==> config.mk <==
export PLATFORM = sky130hd
export DESIGN_NAME = instr_sequencer
export DESIGN_NICKNAME = d
export VERILOG_FILES = /design/src/rtl/instr_sequencer.sv
export SDC_FILE = /design/constraint.sdc
export NUM_CORES = 1
export LEC_CHECK = 0
export CAP_MARGIN = 20
export CORE_ASPECT_RATIO = 1.2
export CORE_UTILIZATION = 45
export DETAILED_ROUTE_END_ITERATION = 8
export PLACE_DENSITY_LB_ADDON = 0.1
export SLEW_MARGIN = 20
export SYNTH_ARGS = -nofsm -noshare
export SYNTH_HDL_FRONTEND = slang
export SYNTH_SLANG_ARGS = --single-unit
==> constraint.sdc <==
create_clock -name clk -period 2.7 [get_ports clk]
set_input_delay 0.54 -clock clk [delete_from_list [all_inputs] [get_ports clk]]
set_output_delay 0.54 -clock clk [all_outputs]
set_load 0.02 [all_outputs]
==> src/rtl/instr_sequencer.sv <==
// instr_sequencer
//   Multi-cycle sequencer for the 32-bit single-issue datapath. Owns the PC,
//   fetches from instruction memory over a req/ack handshake, holds the fetched
//   instruction stable for the combinational decoder, times the EXECUTE window
//   and issues one register-file write strobe per retired instruction.
//
// Ports
//   clk, rst         rising-edge clock, asynchronous active-high reset
//   start            begin execution from START_PC (honoured in IDLE/HALT/FAULT)
//   stop             return to IDLE at the next instruction boundary
//   imem_req/addr    fetch request and address (addr = pc)
//   imem_ack/data    fetch data valid strobe and instruction word
//   instr            latched instruction for the decoder
//   exec_en          ALU operand/result valid window
//   reg_we           one-cycle register-file write strobe
//   pc               current program counter
//   busy/halted/fault  status flags decoded from the state
//   retired          retired-instruction count (wraps at 2**16)
//   state_dbg        current FSM state encoding, for observation only
//
// Fetch handshake: imem_req is high for every cycle spent in FETCH and drops
// the cycle after imem_ack is seen; imem_data is captured only in a cycle
// where imem_req and imem_ack are both high. A word offered while imem_req is
// low is ignored.

module instr_sequencer #(
    parameter int PC_W        = 8,
    parameter int START_PC    = 0,
    parameter int EXEC_CYCLES = 1,
    parameter int TIMEOUT     = 15
) (
    input  logic            clk,
    input  logic            rst,
    input  logic            start,
    input  logic            stop,
    output logic            imem_req,
    output logic [PC_W-1:0] imem_addr,
    input  logic            imem_ack,
    input  logic [31:0]     imem_data,
    output logic [31:0]     instr,
    output logic            exec_en,
    output logic            reg_we,
    output logic [PC_W-1:0] pc,
    output logic            busy,
    output logic            halted,
    output logic            fault,
    output logic [15:0]     retired,
    output logic [2:0]      state_dbg
);

    typedef enum logic [2:0] {
        S_IDLE      = 3'd0,
        S_FETCH     = 3'd1,
        S_DECODE    = 3'd2,
        S_EXECUTE   = 3'd3,
        S_WRITEBACK = 3'd4,
        S_HALT      = 3'd5,
        S_FAULT     = 3'd6
    } state_t;

    // Counters only ever reach TIMEOUT / EXEC_CYCLES, so size them for that.
    localparam int WAIT_W = $clog2(TIMEOUT + 1);
    localparam int EXEC_W = $clog2(EXEC_CYCLES + 1);
    localparam logic [WAIT_W-1:0] WAIT_LAST  = WAIT_W'(TIMEOUT - 1);
    localparam logic [EXEC_W-1:0] EXEC_LAST  = EXEC_W'(EXEC_CYCLES - 1);
    localparam logic [PC_W-1:0]   START_ADDR = PC_W'(START_PC);
    localparam logic [31:0]       HALT_WORD  = 32'hFFFF_FFFF;

    state_t            state;
    state_t            state_next;
    logic [WAIT_W-1:0] wait_cnt;
    logic [EXEC_W-1:0] exec_cnt;
    logic              stop_seen;   // stop observed during the current instruction

    // State register
    always_ff @(posedge clk or posedge rst) begin
        if (rst) begin
            state <= S_IDLE;
        end else begin
            state <= state_next;
        end
    end

    // Next-state and state-decoded outputs
    always_comb begin
        state_next = state;
        imem_req   = 1'b0;
        exec_en    = 1'b0;
        reg_we     = 1'b0;
        busy       = 1'b0;
        halted     = 1'b0;
        fault      = 1'b0;
        case (state)
            S_IDLE, S_HALT, S_FAULT: begin
                halted = (state == S_HALT);
                fault  = (state == S_FAULT);
                if (start) begin
                    state_next = S_FETCH;
                end
            end
            S_FETCH: begin
                imem_req = 1'b1;
                busy     = 1'b1;
                // An ack on the final allowed cycle still completes the fetch.
                if (imem_ack) begin
                    state_next = S_DECODE;
                end else if (wait_cnt == WAIT_LAST) begin
                    state_next = S_FAULT;
                end
            end
            S_DECODE: begin
                busy = 1'b1;
                if (instr == HALT_WORD) begin
                    state_next = S_HALT;
                end else begin
                    state_next = S_EXECUTE;
                end
            end
            S_EXECUTE: begin
                busy    = 1'b1;
                exec_en = 1'b1;
                if (exec_cnt == EXEC_LAST) begin
                    state_next = S_WRITEBACK;
                end
            end
            S_WRITEBACK: begin
                busy = 1'b1;
                // ALU opcode 0 means the instruction produces no register result.
                reg_we = (instr[18:15] != 4'b0000);
                if (stop_seen || stop) begin
                    state_next = S_IDLE;
                end else begin
                    state_next = S_FETCH;
                end
            end
            default: begin
                state_next = S_IDLE;
            end
        endcase
    end

    assign imem_addr = pc;
    assign state_dbg = state;

    // Datapath registers: pc, instruction latch, counters, stop flag
    always_ff @(posedge clk or posedge rst) begin
        if (rst) begin
            pc        <= START_ADDR;
            instr     <= '0;
            retired   <= '0;
            wait_cnt  <= '0;
            exec_cnt  <= '0;
            stop_seen <= 1'b0;
        end else begin
            case (state)
                S_IDLE, S_HALT, S_FAULT: begin
                    stop_seen <= 1'b0;
                    if (start) begin
                        pc       <= START_ADDR;
                        retired  <= '0;
                        wait_cnt <= '0;
                    end
                end
                S_FETCH: begin
                    if (imem_ack) begin
                        instr <= imem_data;
                    end
                    wait_cnt <= wait_cnt + 1'b1;
                    if (stop) begin
                        stop_seen <= 1'b1;
                    end
                end
                S_DECODE: begin
                    exec_cnt <= '0;
                    if (stop) begin
                        stop_seen <= 1'b1;
                    end
                end
                S_EXECUTE: begin
                    exec_cnt <= exec_cnt + 1'b1;
                    if (stop) begin
                        stop_seen <= 1'b1;
                    end
                end
                S_WRITEBACK: begin
                    pc        <= pc + 1'b1;       // natural wrap modulo 2**PC_W
                    retired   <= retired + 1'b1;
                    wait_cnt  <= '0;
                    stop_seen <= 1'b0;
                end
                default: begin
                    stop_seen <= 1'b0;
                end
            endcase
        end
    end

endmodule

# Word-level counts from Yosys, hierarchy flattened
# Index checks and enable logic that the tools add are counted.
[totals]
latchBits = 0
word_cells = 58
rom_bits = 0
mem_bits_rw = 0
output_inout_bits = 73
ff_bits = 65
n_memories = 0
[op_classes]
n_div = 0
n_lt_le_gt_ge = 0
n_eq_ne = 12
reduce_logical = 13
add_sub_neg = 4
bitwise = 0
mul = 0
shift = 0
n_mux = 22
[op_table]
columns = ["operator", "n"]
rows = [
  ["$eq A32 B32 Y1 const B", 1],
  ["$pmux W16 S2", 1],
  ["$add A16 B1 Y16 const B", 1],
  ["$mux W16", 1],
  ["$pmux W8 S2", 1],
  ["$mux W3", 5],
  ["$pmux W3 S5", 1],
  ["$pmux W4 S3", 1],
  ["$eq A3 B3 Y1 const B", 3],
  ["$mux W1", 9],
  ["$add A8 B1 Y8 const B", 1],
  ["$mux W8", 1],
  ["$eq A3 B2 Y1 const B", 2],
  ["$reduce_and A2 Y1", 3],
  ["$reduce_or A3 Y1", 2],
  ["$add A4 B1 Y4 const B", 1],
  ["$eq A4 B4 Y1 const B", 1],
  ["$mux W4", 1],
  ["$ne A2 B2 Y1 const B", 2],
  ["$reduce_bool A2 Y1", 2],
  ["$reduce_bool A4 Y1", 1],
  ["$reduce_or A4 Y1", 1],
  ["$eq A3 B1 Y1 const B", 1],
  ["$logic_not A3 Y1", 1],
  ["7 further kinds", 7],
]

# Logic depth before layout (Yosys ltp)
# Gate-level depths: netlist (run 1).
[depth]
word_depth = 4
ltp_mapped = 6
ltp_nobuf = 6

# Worst setup path after synthesis (run 1)
# Ideal clock, no wire load.
[synth_path]
kind = "reg-to-output"
start = "reg state[2] (netlist: state_dbg[2])"
end = "out reg_we"
setup_slack_ns = 0.487
stages_incl_launch_ff = 6
required_ns = 2.160
arrival_time_ns = 1.673
cell_sequence = "dfrtp_1 buf_4 or3b_1 buf_2 clkbuf_1 nor2_1"
[synth_between]
elab_chain_cells = 2
[synth_rtl]
columns = ["item", "line", "text"]
rows = [
  ["start, declared", "69", "state_t state;"],
  ["start signal, assigned", "80", "state <= state_next;"],
  ["$eq A3 B3 Y1", "93", "case (state)"],
  ["$mux W1", "93", ""],
  ["end, declared", "42", "output logic reg_we,"],
]
# No other way between the ends.

# Worst setup path in the final report (run 1)
[layout_path]
start = "reg state[0] (netlist: state_dbg[0])"
end = "out imem_req"
[layout_between]
elab_chain_cells = 2
[layout_rtl]
columns = ["item", "line", "text"]
rows = [
  ["$eq A3 B1 Y1", "93", ""],
  ["$mux W1", "93", ""],
  ["end, declared", "36", "output logic imem_req,"],
]
# No other way between the ends.

==> run metrics, run 1 <==
status=completed; worst reg2reg startpoint=state_dbg[0]; total power=0.00474 W; via count=2622; top sig layer=met4; TritonCTS clock tree=done; CTS Root Cell=clkbuf_8; FF+latch count, synth=65; largest net degree at the start of global routing=66; clk slew on worst S/H paths=70 ps; Syn Area/Cell=11.0 um^2; top cells by instance count after synthesis=65 x dfrtp_1, 32 x mux2_2, 19 x nand2_1, 19 x nand3_1, 17 x o21ai_0; WL final=7300 um; Post-synth ARST share=1.00; vias in the first global route=2507; CP top delay family=buffers and inverters; Critical Path, Cell by Cell=buf_4 > nand2b_1 > nor2_2 > clkdlybuf4s50_1; pwr dens=1060 nW/um^2; leakage=1.84 nW; Die Y=93.1 um; max-cap violation count=0; initial antenna violation count=0; Met1 Wirelength=3020 um; Net Count, Synth=325; Worst EP required=2160 ps; # hold bufs at CTS=0; WHS=484 ps; Starting Density=0.474; Final min period=2530 ps; Worst Hold Launch=wait_cnt[3]; routed len/inst=15.2 um; critical path startpoint category=flip-flop; ant diodes=0; Multi-input gate area=1350 um^2; gr usage total=0.210; Critical path buffers and inverters=2; Pint=0.00286 W; Tightest Pin Transition=410 ps; FMAX=396 MHz; switching power=0.00188 W; Distinct cells, synth=46; Syn Std Cell Area=3110 um^2; Core Footprint=6570 um^2; Ports=110; Std-Cell Rows=32; Port Buffers=109; Post-Route Utilization=0.679; Comb power frac=0.503; met3 routed WL=469 um; Slew HR=0.724; antenna-violating nets left=0; first drt pass iteration count=4; Clock Latency Late Sink=340 ps; yosys warns=0; Die W=77.9 um; layout cells sized above 1=0.159; Post-CTS Setup Inserts=0; slowest library cell on the worst path=clkdlybuf4s50_1; setup repair after global routing missed its margin=false; period utilisation layout=0.936; Slew Limit Fails=0; Worst Hold Class=reg -> reg; critical path arrival=1990 ps; element type at the critical path end=primary output; cell taking the most area after synthesis=dfrtp_1; TNS Setup=0 ps; Placer Congestion=0.822; die area=7260 um^2; sw frac=0.397; Starting DRT DRC Count=98; vias per cell=5.44; Detail Route met2 WL=3600 um; skew final=9.94 ps; Post-synth EDFFs=0; sequential area share after synthesis=0.522; top post-synthesis cells by area=dfrtp_1 52%, mux2_2 12%, nand3_1 3.1%; Synth top area share=0.522; Max stage delay on crit path=640 ps; # DRC=0; htree depth=3; worst-path fanout max=16; HPWL after DPL=5230 um; Num CTS Buffers=9; sequential share of power=0.346; # fillers=544; Synth Flop Type=dfrtp_1; Mapped Cells=284; largest buffer count on any clock path=2; Layout area overhead=43.3%; first-pass GRT wire length=11800 um; most frequent cell after synthesis=dfrtp_1; Storage cell area=1630 um^2; CP startpoint=state_dbg[0]; grt ovf=0; total clock sinks=65; type of the worst setup path=reg -> out; # setup viols final=0; Max rail drop VDD=0.623 mV; clock power share=0.152; Nets=433; Fin. Hold Viols=0
[what timing repair did]
item	in CTS	in global routing
gates resized for setup	0	1
endpoints found under the setup margin	0	1
hold endpoints to repair	0	0
[power groups by stage]
stage	registers, W	logic [W]	clock network, W
final	0.00164	0.00238	0.000718
after global routing	0.00170	0.00255	0.000765
after CTS	0.00164	0.00240	0.000734
after detailed placement	0.00165	0.00239	0
after global placement	0.00164	0.00236	0
after floorplan	0.00198	0.00100	0
[cells in the final DEF, fill, tap and decap left out, types with 3 or more instances in the layout]
master,count
a21boi_0,3
a21oi_1,6
buf_4,6
clkbuf_8,9
clkdlybuf4s50_1,109
clkinv_2,3
dfrtp_1,65
ha_1,4
inv_1,8
mux2_2,32
mux2i_1,3
nand2_1,19
nand2b_1,3
nand3_1,19
nand4_1,15
nor2_1,10
nor3_1,5
nor4_1,5
o21ai_0,17
or4_1,3
xnor2_1,4
xor2_1,4
[routing by layer]
layer | vias up | GRT usage
li1 | 1248 | -
met1 | 1266 | 0.257
met2 | 89 | 0.337
met3 | 19 | 0.0546
met4 | 0 | 0.116
met5 | - | 0
[metrics by stage]
| stage | area [um^2] | cells | setup slack [ps] |
|---|---|---|---|
| finish | 4460 | 482 | 174 |
| CTS | 4460 | 482 | 91.2 |
| floorplan | 3110 | 284 | 487 |
| detailed placement | 4290 | 466 | 468 |
| global route | 4460 | 482 | 28.9 |
| global placement | 4290 | 466 | 515 |
[area by class of cell]
| type | instances | share of cell area |
|---|---|---|
| inverter | 9 | 0.00757 |
| clock buffer | 9 | 0.0278 |
| clock inverter | 7 | 0.0107 |
| sequential | 65 | 0.365 |
| timing repair buffer | 117 | 0.264 |
| tap | 85 | 0.0238 |
| multi-input combinational | 190 | 0.302 |
[worst paths after layout]
path / depth (start not counted) / slack (ps) / to
worst min-delay path: 1 / 480 / wait_cnt[3]
worst max-delay path: 4 / 170 / imem_req
max in group asynchronous: 3 / 1830 / instr[30]
worst min register to register: 1 / 480 / wait_cnt[3]
min in group asynchronous: 3 / 600 / imem_addr[5]
worst max register to register: 5 / 730 / retired[14]
[state kept, by name (all words and copies together), names as in the netlist]
register	cells
instr	32
exec_cnt	1
imem_addr	8
retired	16
state_dbg	3
stop_seen	1
wait_cnt	4
[kinds of logic (layout without fill, tap and decap cells)]
kind of cell	Yosys count	in the layout	synth area share
buf+inv	29	142	0.0474
xor+xnor	8	8	0.0225
flops	65	65	0.522
compound gates	47	47	0.0956
mux	36	36	0.129
simple gates	95	95	0.167
fa+ha+maj	4	4	0.0161
(Power assumes the default switching activity.)
==> run 2: changes to the inputs <==
- ABC_CLOCK_PERIOD_IN_PS: default -> 2700
- CAP_MARGIN: 20 -> default
- CTS_CLUSTER_SIZE: default -> 20
==> results of run 2 <==
No change in the layout: final DEF, timing and power equal those of run 1.
